`config.mk`:
```
export PLATFORM = sky130hd
export DESIGN_NAME = fp_seq_div
export DESIGN_NICKNAME = d
export VERILOG_FILES = /design/src/rtl/fp_div_pkg.sv /design/src/rtl/fp_div_round.sv /design/src/rtl/fp_seq_div.sv
export SDC_FILE = /design/constraint.sdc
export NUM_CORES = 1
export LEC_CHECK = 0
export ABC_AREA = 1
export BUFFER_PORTS_ARGS = -buffer_cell sky130_fd_sc_hd__buf_2
export CAP_MARGIN = 30
export CORE_ASPECT_RATIO = 0.5
export CORE_MARGIN = 1.5
export CORE_UTILIZATION = 40
export CTS_BUF_LIST = sky130_fd_sc_hd__clkbuf_2
export DETAILED_ROUTE_END_ITERATION = 8
export REMOVE_ABC_BUFFERS = 1
export SETUP_SLACK_MARGIN = 0.1
export SLEW_MARGIN = 20
export SYNTH_ARGS = -nofsm -noshare
export SYNTH_HDL_FRONTEND = slang
export SYNTH_SLANG_ARGS = --single-unit
```
`constraint.sdc`:
```
create_clock -name clk -period 4.3 [get_ports clk]
set_input_delay 0.215 -clock clk [delete_from_list [all_inputs] [get_ports clk]]
set_output_delay 0.215 -clock clk [all_outputs]
set_load 0.1 [all_outputs]
```
`src/rtl/fp_div_pkg.sv`:
```
// Shared types, widths and helpers for the sequential floating-point divider.
package fp_div_pkg;

    typedef enum logic [1:0] {
        StIdle,
        StIter,
        StRound,
        StDone
    } state_e;

    // Bit positions inside the {invalid, divzero, overflow, underflow, inexact} flag vector.
    localparam int unsigned FlagInvalid   = 4;
    localparam int unsigned FlagDivZero   = 3;
    localparam int unsigned FlagOverflow  = 2;
    localparam int unsigned FlagUnderflow = 1;
    localparam int unsigned FlagInexact   = 0;

    function automatic int unsigned fp_width(input int unsigned nx, input int unsigned nm);
        return 1 + nx + nm;
    endfunction

    function automatic int unsigned fp_bias(input int unsigned nx);
        return (32'd1 << (nx - 1)) - 32'd1;
    endfunction

    function automatic int unsigned fp_exp_max(input int unsigned nx);
        return (32'd1 << nx) - 32'd1;
    endfunction

endpackage

```
`src/rtl/fp_div_round.sv`:
```
// Combinational round-to-nearest-even, renormalise and pack stage (shared with a future sqrt).
// Flag outputs exist only when FP_DIV_FLAGS_EN is defined.
module fp_div_round import fp_div_pkg::*; #(
    parameter int unsigned NX = 8,
    parameter int unsigned NM = 23
) (
    input  logic                        i_sign,
    input  logic [NX+1:0]               i_exp,
    input  logic [NM:0]                 i_sig,
    input  logic                        i_guard,
    input  logic                        i_sticky,
    output logic [fp_width(NX, NM)-1:0] o_res
`ifdef FP_DIV_FLAGS_EN
    ,
    output logic [4:0]                  o_flags
`endif
);

    localparam logic [NX:0] ExpMax = (NX+1)'(fp_exp_max(NX));

    logic          w_round_up;
    logic [NM+1:0] w_sum;
    logic [NX+1:0] w_exp;
    logic [NM-1:0] w_frac;
    logic          w_ovf;
    logic          w_unf;

    always_comb begin
        w_round_up = i_guard & (i_sticky | i_sig[0]);
        w_sum      = {1'b0, i_sig} + {{(NM+1){1'b0}}, w_round_up};
        // Carry-out means the significand rounded up to 2.0; the fraction becomes zero.
        if (w_sum[NM+1]) begin
            w_frac = w_sum[NM:1];
            w_exp  = i_exp + (NX+2)'(1);
        end else begin
            w_frac = w_sum[NM-1:0];
            w_exp  = i_exp;
        end
        // i_exp is two's complement; the top bit flags a negative exponent.
        w_ovf = !w_exp[NX+1] && (w_exp[NX:0] >= ExpMax);
        w_unf = w_exp[NX+1] || (w_exp == '0);
        if (w_ovf) begin
            o_res = {i_sign, {NX{1'b1}}, {NM{1'b0}}};
        end else if (w_unf) begin
            o_res = {i_sign, {(NX+NM){1'b0}}};
        end else begin
            o_res = {i_sign, w_exp[NX-1:0], w_frac};
        end
    end

`ifdef FP_DIV_FLAGS_EN
    always_comb begin
        o_flags                = '0;
        o_flags[FlagOverflow]  = w_ovf;
        o_flags[FlagUnderflow] = w_unf;
        o_flags[FlagInexact]   = i_guard | i_sticky | w_ovf | w_unf;
    end
`endif

endmodule

```
`src/rtl/fp_seq_div.sv`:
```
// Multi-cycle restoring floating-point divider, one quotient bit per clock, ready/valid on both sides.
// Define FP_DIV_FLAGS_EN to add the out_flags port and exception flag logic.
module fp_seq_div import fp_div_pkg::*; #(
    parameter int unsigned NX = 8,
    parameter int unsigned NM = 23
) (
    input  logic                        clk,
    input  logic                        rst_n,
    input  logic                        in_valid,
    output logic                        in_ready,
    input  logic [fp_width(NX, NM)-1:0] in_a,
    input  logic [fp_width(NX, NM)-1:0] in_b,
    output logic                        out_valid,
    input  logic                        out_ready,
    output logic [fp_width(NX, NM)-1:0] out_q
`ifdef FP_DIV_FLAGS_EN
    ,
    output logic [4:0]                  out_flags
`endif
);

    localparam int unsigned     W        = fp_width(NX, NM);
    localparam int unsigned     CntW     = $clog2(NM + 3);
    localparam logic [CntW-1:0] LastIter = CntW'(NM + 2);
    localparam logic [NX+1:0]   Bias     = (NX+2)'(fp_bias(NX));
    localparam logic [W-1:0]    QNan     = {1'b0, {NX{1'b1}}, 1'b1, {(NM-1){1'b0}}};

    state_e          r_state;
    logic            r_pend;
    logic            r_in_ready;
    logic            r_out_valid;
    logic [W-1:0]    r_a;
    logic [W-1:0]    r_b;
    logic [W-1:0]    r_out_q;
    logic [NM+1:0]   r_rem;
    logic [NM+2:0]   r_quo;
    logic [CntW-1:0] r_cnt;
    logic [NX+1:0]   r_exp;

    logic [NX-1:0]   w_ea;
    logic [NX-1:0]   w_eb;
    logic [NM-1:0]   w_fa;
    logic [NM-1:0]   w_fb;
    logic            w_sign;
    logic            w_a_zero;
    logic            w_b_zero;
    logic            w_a_inf;
    logic            w_b_inf;
    logic            w_nan_res;
    logic            w_inf_res;
    logic            w_zero_res;
    logic            w_div_zero;
    logic            w_special;
    logic [W-1:0]    w_spec_q;

    logic [NM+1:0]   w_mb;
    logic            w_ge;
    logic [NM:0]     w_diff;
    logic [NM:0]     w_sig;
    logic            w_guard;
    logic            w_sticky;
    logic [NX+1:0]   w_rexp;
    logic [W-1:0]    w_rnd_q;

    // Operand classification; subnormals (exp == 0) count as zero.
    always_comb begin
        w_ea       = r_a[NX+NM-1:NM];
        w_eb       = r_b[NX+NM-1:NM];
        w_fa       = r_a[NM-1:0];
        w_fb       = r_b[NM-1:0];
        w_sign     = r_a[W-1] ^ r_b[W-1];
        w_a_zero   = (w_ea == '0);
        w_b_zero   = (w_eb == '0);
        w_a_inf    = (w_ea == '1) && (w_fa == '0);
        w_b_inf    = (w_eb == '1) && (w_fb == '0);
        w_nan_res  = ((w_ea == '1) && (w_fa != '0)) || ((w_eb == '1) && (w_fb != '0)) ||
                     (w_a_zero && w_b_zero) || (w_a_inf && w_b_inf);
        w_inf_res  = !w_nan_res && (w_a_inf || w_b_zero);
        w_div_zero = !w_nan_res && !w_a_inf && w_b_zero;
        w_zero_res = !w_nan_res && !w_inf_res && (w_a_zero || w_b_inf);
        w_special  = w_nan_res || w_inf_res || w_zero_res;
        if (w_nan_res) begin
            w_spec_q = QNan;
        end else if (w_inf_res) begin
            w_spec_q = {w_sign, {NX{1'b1}}, {NM{1'b0}}};
        end else begin
            w_spec_q = {w_sign, {(NX+NM){1'b0}}};
        end
    end

    always_comb begin
        w_mb   = {2'b01, w_fb};
        w_ge   = (r_rem >= w_mb);
        w_diff = w_ge ? (NM+1)'(r_rem - w_mb) : r_rem[NM:0];
        // A leading zero quotient bit means ma < mb: take one more bit and drop the exponent.
        if (r_quo[NM+2]) begin
            w_sig    = r_quo[NM+2:2];
            w_guard  = r_quo[1];
            w_sticky = (r_rem != '0) | r_quo[0];
            w_rexp   = r_exp;
        end else begin
            w_sig    = r_quo[NM+1:1];
            w_guard  = r_quo[0];
            w_sticky = (r_rem != '0);
            w_rexp   = r_exp - (NX+2)'(1);
        end
    end

`ifdef FP_DIV_FLAGS_EN
    logic [4:0] w_spec_flags;
    logic [4:0] w_rnd_flags;
    logic [4:0] r_flags;

    always_comb begin
        w_spec_flags              = '0;
        w_spec_flags[FlagInvalid] = w_nan_res;
        w_spec_flags[FlagDivZero] = w_div_zero;
    end

    always_ff @(posedge clk or negedge rst_n) begin
        if (!rst_n) begin
            r_flags <= '0;
        end else if (r_state == StIdle && r_pend && w_special) begin
            r_flags <= w_spec_flags;
        end else if (r_state == StRound) begin
            r_flags <= w_rnd_flags;
        end else if (r_state == StDone && out_ready) begin
            r_flags <= '0;
        end
    end

    assign out_flags = r_flags;
`else
    logic w_unused;
    assign w_unused = w_div_zero;
`endif

    fp_div_round #(
        .NX (NX),
        .NM (NM)
    ) u_round (
        .i_sign   (w_sign),
        .i_exp    (w_rexp),
        .i_sig    (w_sig),
        .i_guard  (w_guard),
        .i_sticky (w_sticky),
        .o_res    (w_rnd_q)
`ifdef FP_DIV_FLAGS_EN
        ,
        .o_flags  (w_rnd_flags)
`endif
    );

    // Operands are captured on accept and classified one cycle later (r_pend).
    always_ff @(posedge clk or negedge rst_n) begin
        if (!rst_n) begin
            r_state     <= StIdle;
            r_pend      <= 1'b0;
            r_in_ready  <= 1'b1;
            r_out_valid <= 1'b0;
            r_a         <= '0;
            r_b         <= '0;
            r_out_q     <= '0;
            r_rem       <= '0;
            r_quo       <= '0;
            r_cnt       <= '0;
            r_exp       <= '0;
        end else begin
            unique case (r_state)
                StIdle: begin
                    if (r_pend) begin
                        r_pend <= 1'b0;
                        if (w_special) begin
                            r_out_q     <= w_spec_q;
                            r_out_valid <= 1'b1;
                            r_state     <= StDone;
                        end else begin
                            r_rem   <= {2'b01, w_fa};
                            r_quo   <= '0;
                            r_cnt   <= '0;
                            r_exp   <= {2'b00, w_ea} - {2'b00, w_eb} + Bias;
                            r_state <= StIter;
                        end
                    end else if (in_valid && r_in_ready) begin
                        r_a        <= in_a;
                        r_b        <= in_b;
                        r_pend     <= 1'b1;
                        r_in_ready <= 1'b0;
                    end
                end
                StIter: begin
                    r_rem <= {w_diff, 1'b0};
                    r_quo <= {r_quo[NM+1:0], w_ge};
                    r_cnt <= r_cnt + CntW'(1);
                    if (r_cnt == LastIter) begin
                        r_state <= StRound;
                    end
                end
                StRound: begin
                    r_out_q     <= w_rnd_q;
                    r_out_valid <= 1'b1;
                    r_state     <= StDone;
                end
                StDone: begin
                    if (out_ready) begin
                        r_out_valid <= 1'b0;
                        r_in_ready  <= 1'b1;
                        r_state     <= StIdle;
                    end
                end
                default: r_state <= StIdle;
            endcase
        end
    end

    assign in_ready  = r_in_ready;
    assign out_valid = r_out_valid;
    assign out_q     = r_out_q;

endmodule
```
==> reports/qor.yml, run 1 <==
viasPerCell: 5.09
ys.flop_type: "dfrtp_1"
pre_cts_ws_ns: 0.726
critPathSlowestCell: "dfrtp_1"
synthArstFlopShare_pct: 100
max-slew-margin-rel_pct: 40.1
pin_count: 102
cts_tree: "yes"
synth_top_cell_by_area: "dfrtp_1"
grt_max_degree: 99
grt-ovfl-total: 0
max_freq_mhz: 275
final_cell_mix: "nand2_1 (310), inv_1 (174), dfrtp_1 (166)"
drtPass1Iterations: 7
path_cells: "buf_4, nand2_1, o21ai_1, nand2_1, nor2_4, nand2_1, inv_2, nand3_4, inv_2, nand2_1, nand2_2, inv_1, a21oi_1, nand3_2, nand2_4, inv_2, nand3_4, o21ai_0"
cp-startpoint: "r_quo[25]$_DFFE_PN0P_"
grt_antenna_before_repair: 1
die_area_um2: 27900
maxCapViolCount: 0
yosys-top-cells-area: "dfrtp_1 (39%), nand2_1 (11%), inv_1 (6.1%)"
finalWeightedCongestion: 0.927
ys_seq_area_share_pct: 38.9
hold_class: "input pin to flip-flop"
io_buffers: 101
failed_checks: "DRC"
die_y_um: 119
clockRootBuffer: "clkbuf_2"
drv_slew: 0
reg2reg_from: "r_quo[25]$_DFFE_PN0P_"
worstSetupPathType: "flip-flop to flip-flop"
cp_num_cells: 18
crit_buf_inv: 5
dieWidth_um: 235
worst_pin_slew_ns: 0.896
clock_path_buffers: 2
fin_crit_sh_pct: 84.5
drive_gt1_share_pct: 15.3
holdBufCountCts: 68
rsz0062_at_grt: "false"
p_per_area_nw_per_um2: 611
dr_total_vias: 9780
crit_family: "simple AND/OR/NAND/NOR gates"
synth_cells: 1399
ys_ff_latch: 167
grt_pass1_wl_um: 48300
netlist_area_um2: 10700
fin_crit_ns: 3.63
ant_nets: 0
yosys.area.top_type_share_pct: 38.7
rr_worst_depth: 18
path_common_cell: "nand2_1"
synth_edf_count: 0
critPathMaxFanout: 44
hpwl_um: 21400
final_common_cell: "nand2_1"
timing.rr.end: "out_q[0]$_DFFE_PN0P_"
syn_area_per_cell_um2: 7.67
drtIter0Drc: 607
setup_ws_ns: 0.668
num_rows: 42
peakVddDrop_uv: 296
cts.sinks: 167
p_leak_nw: 6.13
worst_hold_slack_ns: 0.141
drcViolationCount: 4
yosysUniqueCellTypes: 56
setup_viol: 0
wl_um: 28600
coreArea_um2: 26400
clkTransAtPathRegs_ns: 0.26
hold_viol_final: 0
cts_buffers: 17
grt_pass1_vias: 9729
area_growth_pct: 16.5
grt.total_usage_pct: 21.4
wl_per_cell_um: 14.9
cp-start-kind: "flip-flop"
required_ns: 5.00
clk_latency_ns: 0.82
yosysWarnings: 0
max_stage_delay_ns: 0.67
cts_resized: 0
htreeDepth: 4
fillers: 2651
status: "finished with violations"
endpoint_kind: "flip-flop"
postCtsSetupBuffers: 0
ff2ff_setup_slack_ns: 0.67
skew_ns: 0.0481
nNetsFinal: 1667
start_util_pct: 40.7
crit_end: "out_q[0]$_DFFE_PN0P_"
cp.arrival_ns: 4.34
[kinds of logic after synthesis]
family          after synthesis  synth area share, %
flops                       167                 38.9
buf+inv                     227                 8.79
mux                          25                 2.62
fa+ha+maj                    43                 5.15
xor+xnor                     50                 4.15
simple gates                626                 26.1
compound gates              261                 14.2
[tightest hold or removal path: stages]
cell	delay (ns)
dlygate4sd3_1	0.52
buf_2	0.09
mux2_2	0.12
[sequential cells by signal (all words and copies together), names as in the netlist]
name       flops
out_q         32
r_a           32
r_b           32
r_quo         26
r_rem         25
r_exp         10
r_cnt          5
r_state        2
in_ready       1
out_valid      1
r_pend         1
[layout make-up]
type | instances | area, um2 | share of cell area (%)
Inverter | 183 | 694 | 5.56
Multi-Input combinational cell | 1005 | 5610 | 44.9
Antenna cell | 1 | 2.50 | 0.0200
Timing Repair Buffer | 182 | 1310 | 10.5
Clock inverter | 15 | 176 | 1.41
Tap cell | 352 | 440 | 3.52
Sequential cell | 167 | 4180 | 33.4
Clock buffer | 17 | 85.1 | 0.681
[routing by layer]
layer | wire length, um | global-route usage [%]
met5 | 0 | 0
met4 | 562 | 6.70
met3 | 1250 | 3.76
met2 | 13600 | 36.6
met1 | 13200 | 27.8
[power breakdown]
| group | total (W) | switching (W) | internal [W] |
|---|---|---|---|
| Clock | 0.000916 | 0.000590 | 0.000326 |
| Combinational | 0.00431 | 0.00288 | 0.00143 |
| Sequential | 0.00242 | 0.000361 | 0.00206 |
| Total | 0.00764 | 0.00383 | 0.00381 |
[how the worst min path moves through the flow]
| stage | from | endpoint | slack (ns) | cells past startpoint |
|---|---|---|---|---|
| finish | in_a[2] | r_a[2]$_DFFE_PN0P_ | 0.14 | 3 |
| detailed placement | rst_n | out_q[28]$_DFFE_PN0P_ | 0.39 | 1 |
| global placement | rst_n | out_q[3]$_DFFE_PN0P_ | 0.36 | 1 |
| floorplan | rst_n | out_q[0]$_DFFE_PN0P_ | -0.08 | 0 |
| CTS | rst_n | out_q[24]$_DFFE_PN0P_ | 0.005 | 2 |
| global route | in_a[3] | r_a[3]$_DFFE_PN0P_ | 0.06 | 3 |
[metrics by stage]
step | setup TNS [ns] | total power (W) | instance area, um2 | util, % | std cells
2_1_floorplan | -2.63 | 0.00561 | 10500 | - | 1355
3_3_place_gp | 0 | 0.00658 | 11500 | 43.7 | 1819
3_5_place_dp | 0 | 0.00667 | 11500 | 43.7 | 1819
4_1_cts | 0 | 0.00767 | 12500 | 47.2 | 1919
5_1_grt | 0 | 0.00832 | 12500 | 47.4 | 1922
6_report | 0 | 0.00764 | 12500 | 47.4 | 1922
[cell usage after synthesis (25+ instances only)]
library cell and instances:
xor2_1 37, a21oi_1 108, dfrtp_1 166, clkbuf_1 27
nand3_1 101, o22ai_1 29, nor2_1 113, ha_1 41
mux2_2 25, o21ai_0 53, nand2_1 310, nand4_1 26
inv_1 174
Note: power is estimated with default switching activity, not from simulation.
==> run 2: changes to the inputs <==
ABC_AREA = 0   (was 1)
clock period = 3.15 ns   (was 4.3 ns; I/O delays follow)
==> run 2 against run 1 <==
  * The flow now finishes without violations
  * Via count decreased by 3.4%
  * Cell count decreased by 7.9%
  * Clock skew decreased by 0.0030 ns
  * Critical path depth decreased by 5
  * Sequential cell count unchanged
  * Critical endpoint is now out_q[17]$_DFFE_PN0P_
  * Largest cell class unchanged
==> reports/qor.yml, run 2 <==
dieWidth_um: 232
crit_family: "simple AND/OR/NAND/NOR gates"
max_freq_mhz: 327
ys_ff_latch: 167
ff2ff_setup_slack_ns: 0.09
synthArstFlopShare_pct: 100
stdcell_area_um2: 13900
synth_common_cells: "dfrtp_1 (166), nand2_1 (135), mux2_2 (76)"
nNetsFinal: 1527
drive_gt1_share_pct: 27.5
cp.arrival_ns: 3.83
crit_buf_inv: 5
layout.cells.non_filler: 1771
fillers: 2242
clk_latency_ns: 0.84
endpoint_kind: "flip-flop"
drtPass1Iterations: 5
timing.rr.end: "out_q[17]$_DFFE_PN0P_"
die_area_um2: 27300
placed_area_um2: 12100
clock_path_buffers: 2
drtIter0Drc: 672
viasPerCell: 5.33
max-slew-margin-rel_pct: 47.4
setup_ws_ns: 0.0885
grt-ovfl-total: 0
dr_total_vias: 9447
ys_seq_area_share_pct: 39.8
finalWeightedCongestion: 0.868
ys.flop_type: "dfrtp_1"
pin_count: 102
hold_class: "input pin to flip-flop"
required_ns: 3.92
maxCapViolCount: 0
fin_crit_ns: 3.06
fin_util_pct: 54.4
drv_slew: 0
netlist_area_um2: 10500
cts_buffers: 17
fin_crit_sh_pct: 97.2
setup_viol: 0
grt_pass1_wl_um: 48400
yosysWarnings: 0
max_stage_delay_ns: 0.49
hold_depth: 3
pre_cts_ws_ns: -0.404
clkTransAtPathRegs_ns: 0.23
setup_tns_ns: 0
grt.total_usage_pct: 22.1
cts_tree: "yes"
num_rows: 41
place_inst: 1613
status: "finished, final reports clean"
skew_ns: 0.0451
worst_pin_slew_ns: 0.788
die_y_um: 118
synth_edf_count: 0
final_common_cell: "dfrtp_1"
grt_pass1_vias: 9498
worstSetupPathType: "flip-flop to flip-flop"
htreeDepth: 4
cp-start-kind: "flip-flop"
yosys.area.top_type_share_pct: 39.6
drcViolationCount: 0
grt_max_degree: 82
wl_um: 29700
grt_antenna_before_repair: 1
reg2reg_from: "r_quo[25]$_DFFE_PN0P_"
synth_most_common_cell: "dfrtp_1"
clockRootBuffer: "clkbuf_2"
synth_top_cell_by_area: "dfrtp_1"
synth_cells: 1120
cts.sinks: 167
hold_viol_final: 0
p_per_area_nw_per_um2: 955
coreArea_um2: 25500
hp-start: "in_a[18]"
yosys-top-cells-area: "dfrtp_1 (40%), mux2_2 (8.2%), ha_1 (4.9%)"
hold_path_end: "r_a[18]$_DFFE_PN0P_"
io_buffers: 101
syn_area_per_cell_um2: 9.37
rsz0062_at_grt: "true"
final_cell_mix: "dfrtp_1 (165), nand2_1 (134), buf_4 (112)"
critPathSlowestCell: "dfrtp_2"
yosysUniqueCellTypes: 72
hpwl_um: 20500
start_util_pct: 41.2
p_leak_nw: 6.34
ant_nets: 0
peakVddDrop_uv: 468
area_growth_pct: 32.3
path_cells: "buf_8, buf_6, mux2i_4, nor4_2, buf_4, nand4_1, nand3b_1, xnor2_2, buf_4, and4b_4, nor4_4, buf_6, a32o_1"
critPathMaxFanout: 15
rr_worst_depth: 13
wl_per_cell_um: 16.7
==> run 2: tightest hold or removal path, stage by stage <==
cell and delay (ns):
dlygate4sd3_1 0.52, buf_2 0.09, mux2_2 0.13
==> run 2: through the flow <==
step	hold slack, ns	power, W
final	0.0729	0.0133
after floorplan	-0.138	0.00890
after global placement	0.273	0.0112
after detailed placement	0.280	0.0113
after global routing	0.0182	0.0143
after CTS	0.0000841	0.0130
==> run 2: area by class of cell <==
class / instances / area [um2] / share of cell area (%)
multi-input cells: 833 / 6090 / 43.9
flip-flops and latches: 167 / 4180 / 30.1
repair buffers: 338 / 2710 / 19.5
well taps: 344 / 430 / 3.10
inverters: 59 / 221 / 1.60
clock inverters: 11 / 158 / 1.14
clock buffers: 18 / 90.1 / 0.649
diodes: 1 / 2.50 / 0.0180
==> run 2: how the worst max path moves through the flow <==
stage	end	from	slack, ns	cells after the start
2_1_floorplan	out_q[11]$_DFFE_PN0P_	r_quo[25]$_DFFE_PN0P_	-1.73	11
3_3_place_gp	out_q[9]$_DFFE_PN0P_	r_quo[25]$_DFFE_PN0P_	-0.61	14
3_5_place_dp	out_q[11]$_DFFE_PN0P_	r_quo[25]$_DFFE_PN0P_	-0.40	11
4_1_cts	out_q[22]$_DFFE_PN0P_	r_exp[1]$_DFFE_PN0P_	0.02	13
5_1_grt	out_q[17]$_DFFE_PN0P_	r_quo[25]$_DFFE_PN0P_	-0.05	15
6_report	out_q[17]$_DFFE_PN0P_	r_quo[25]$_DFFE_PN0P_	0.09	13
==> run 2: where the power goes <==
group / switching [W] / total [W] / internal, W
sequential: 0.000724 / 0.00355 / 0.00283
combinational: 0.00465 / 0.00844 / 0.00379
clock: 0.000764 / 0.00127 / 0.000505
==> run 2: what timing repair did <==
item	CTS	global route
pin swaps	17	7
resized for setup	28	31
setup buffers	9	6
hold buffers	96	15
cloned	0	1
setup endpoints to repair	28	54
endpoints found under the hold margin	214	15
==> run 2: cells by family (layout without fill, tap and decap cells) <==
kind of cell	after synthesis	count (layout)	share of synthesized area, %
buf+inv	120	426	4.61
mux	106	106	11.0
flops	167	167	39.8
other cells	0	1	0
compound gates	236	236	14.4
xor+xnor	81	81	6.83
simple gates	367	367	18.0
fa+ha+maj	43	43	5.27
==> run 2: routing by layer <==
metal	wire, um	GRT usage (%)
met1	13800	29.5
met2	14400	36.9
met3	996	4.94
met4	526	4.34
met5	0	0
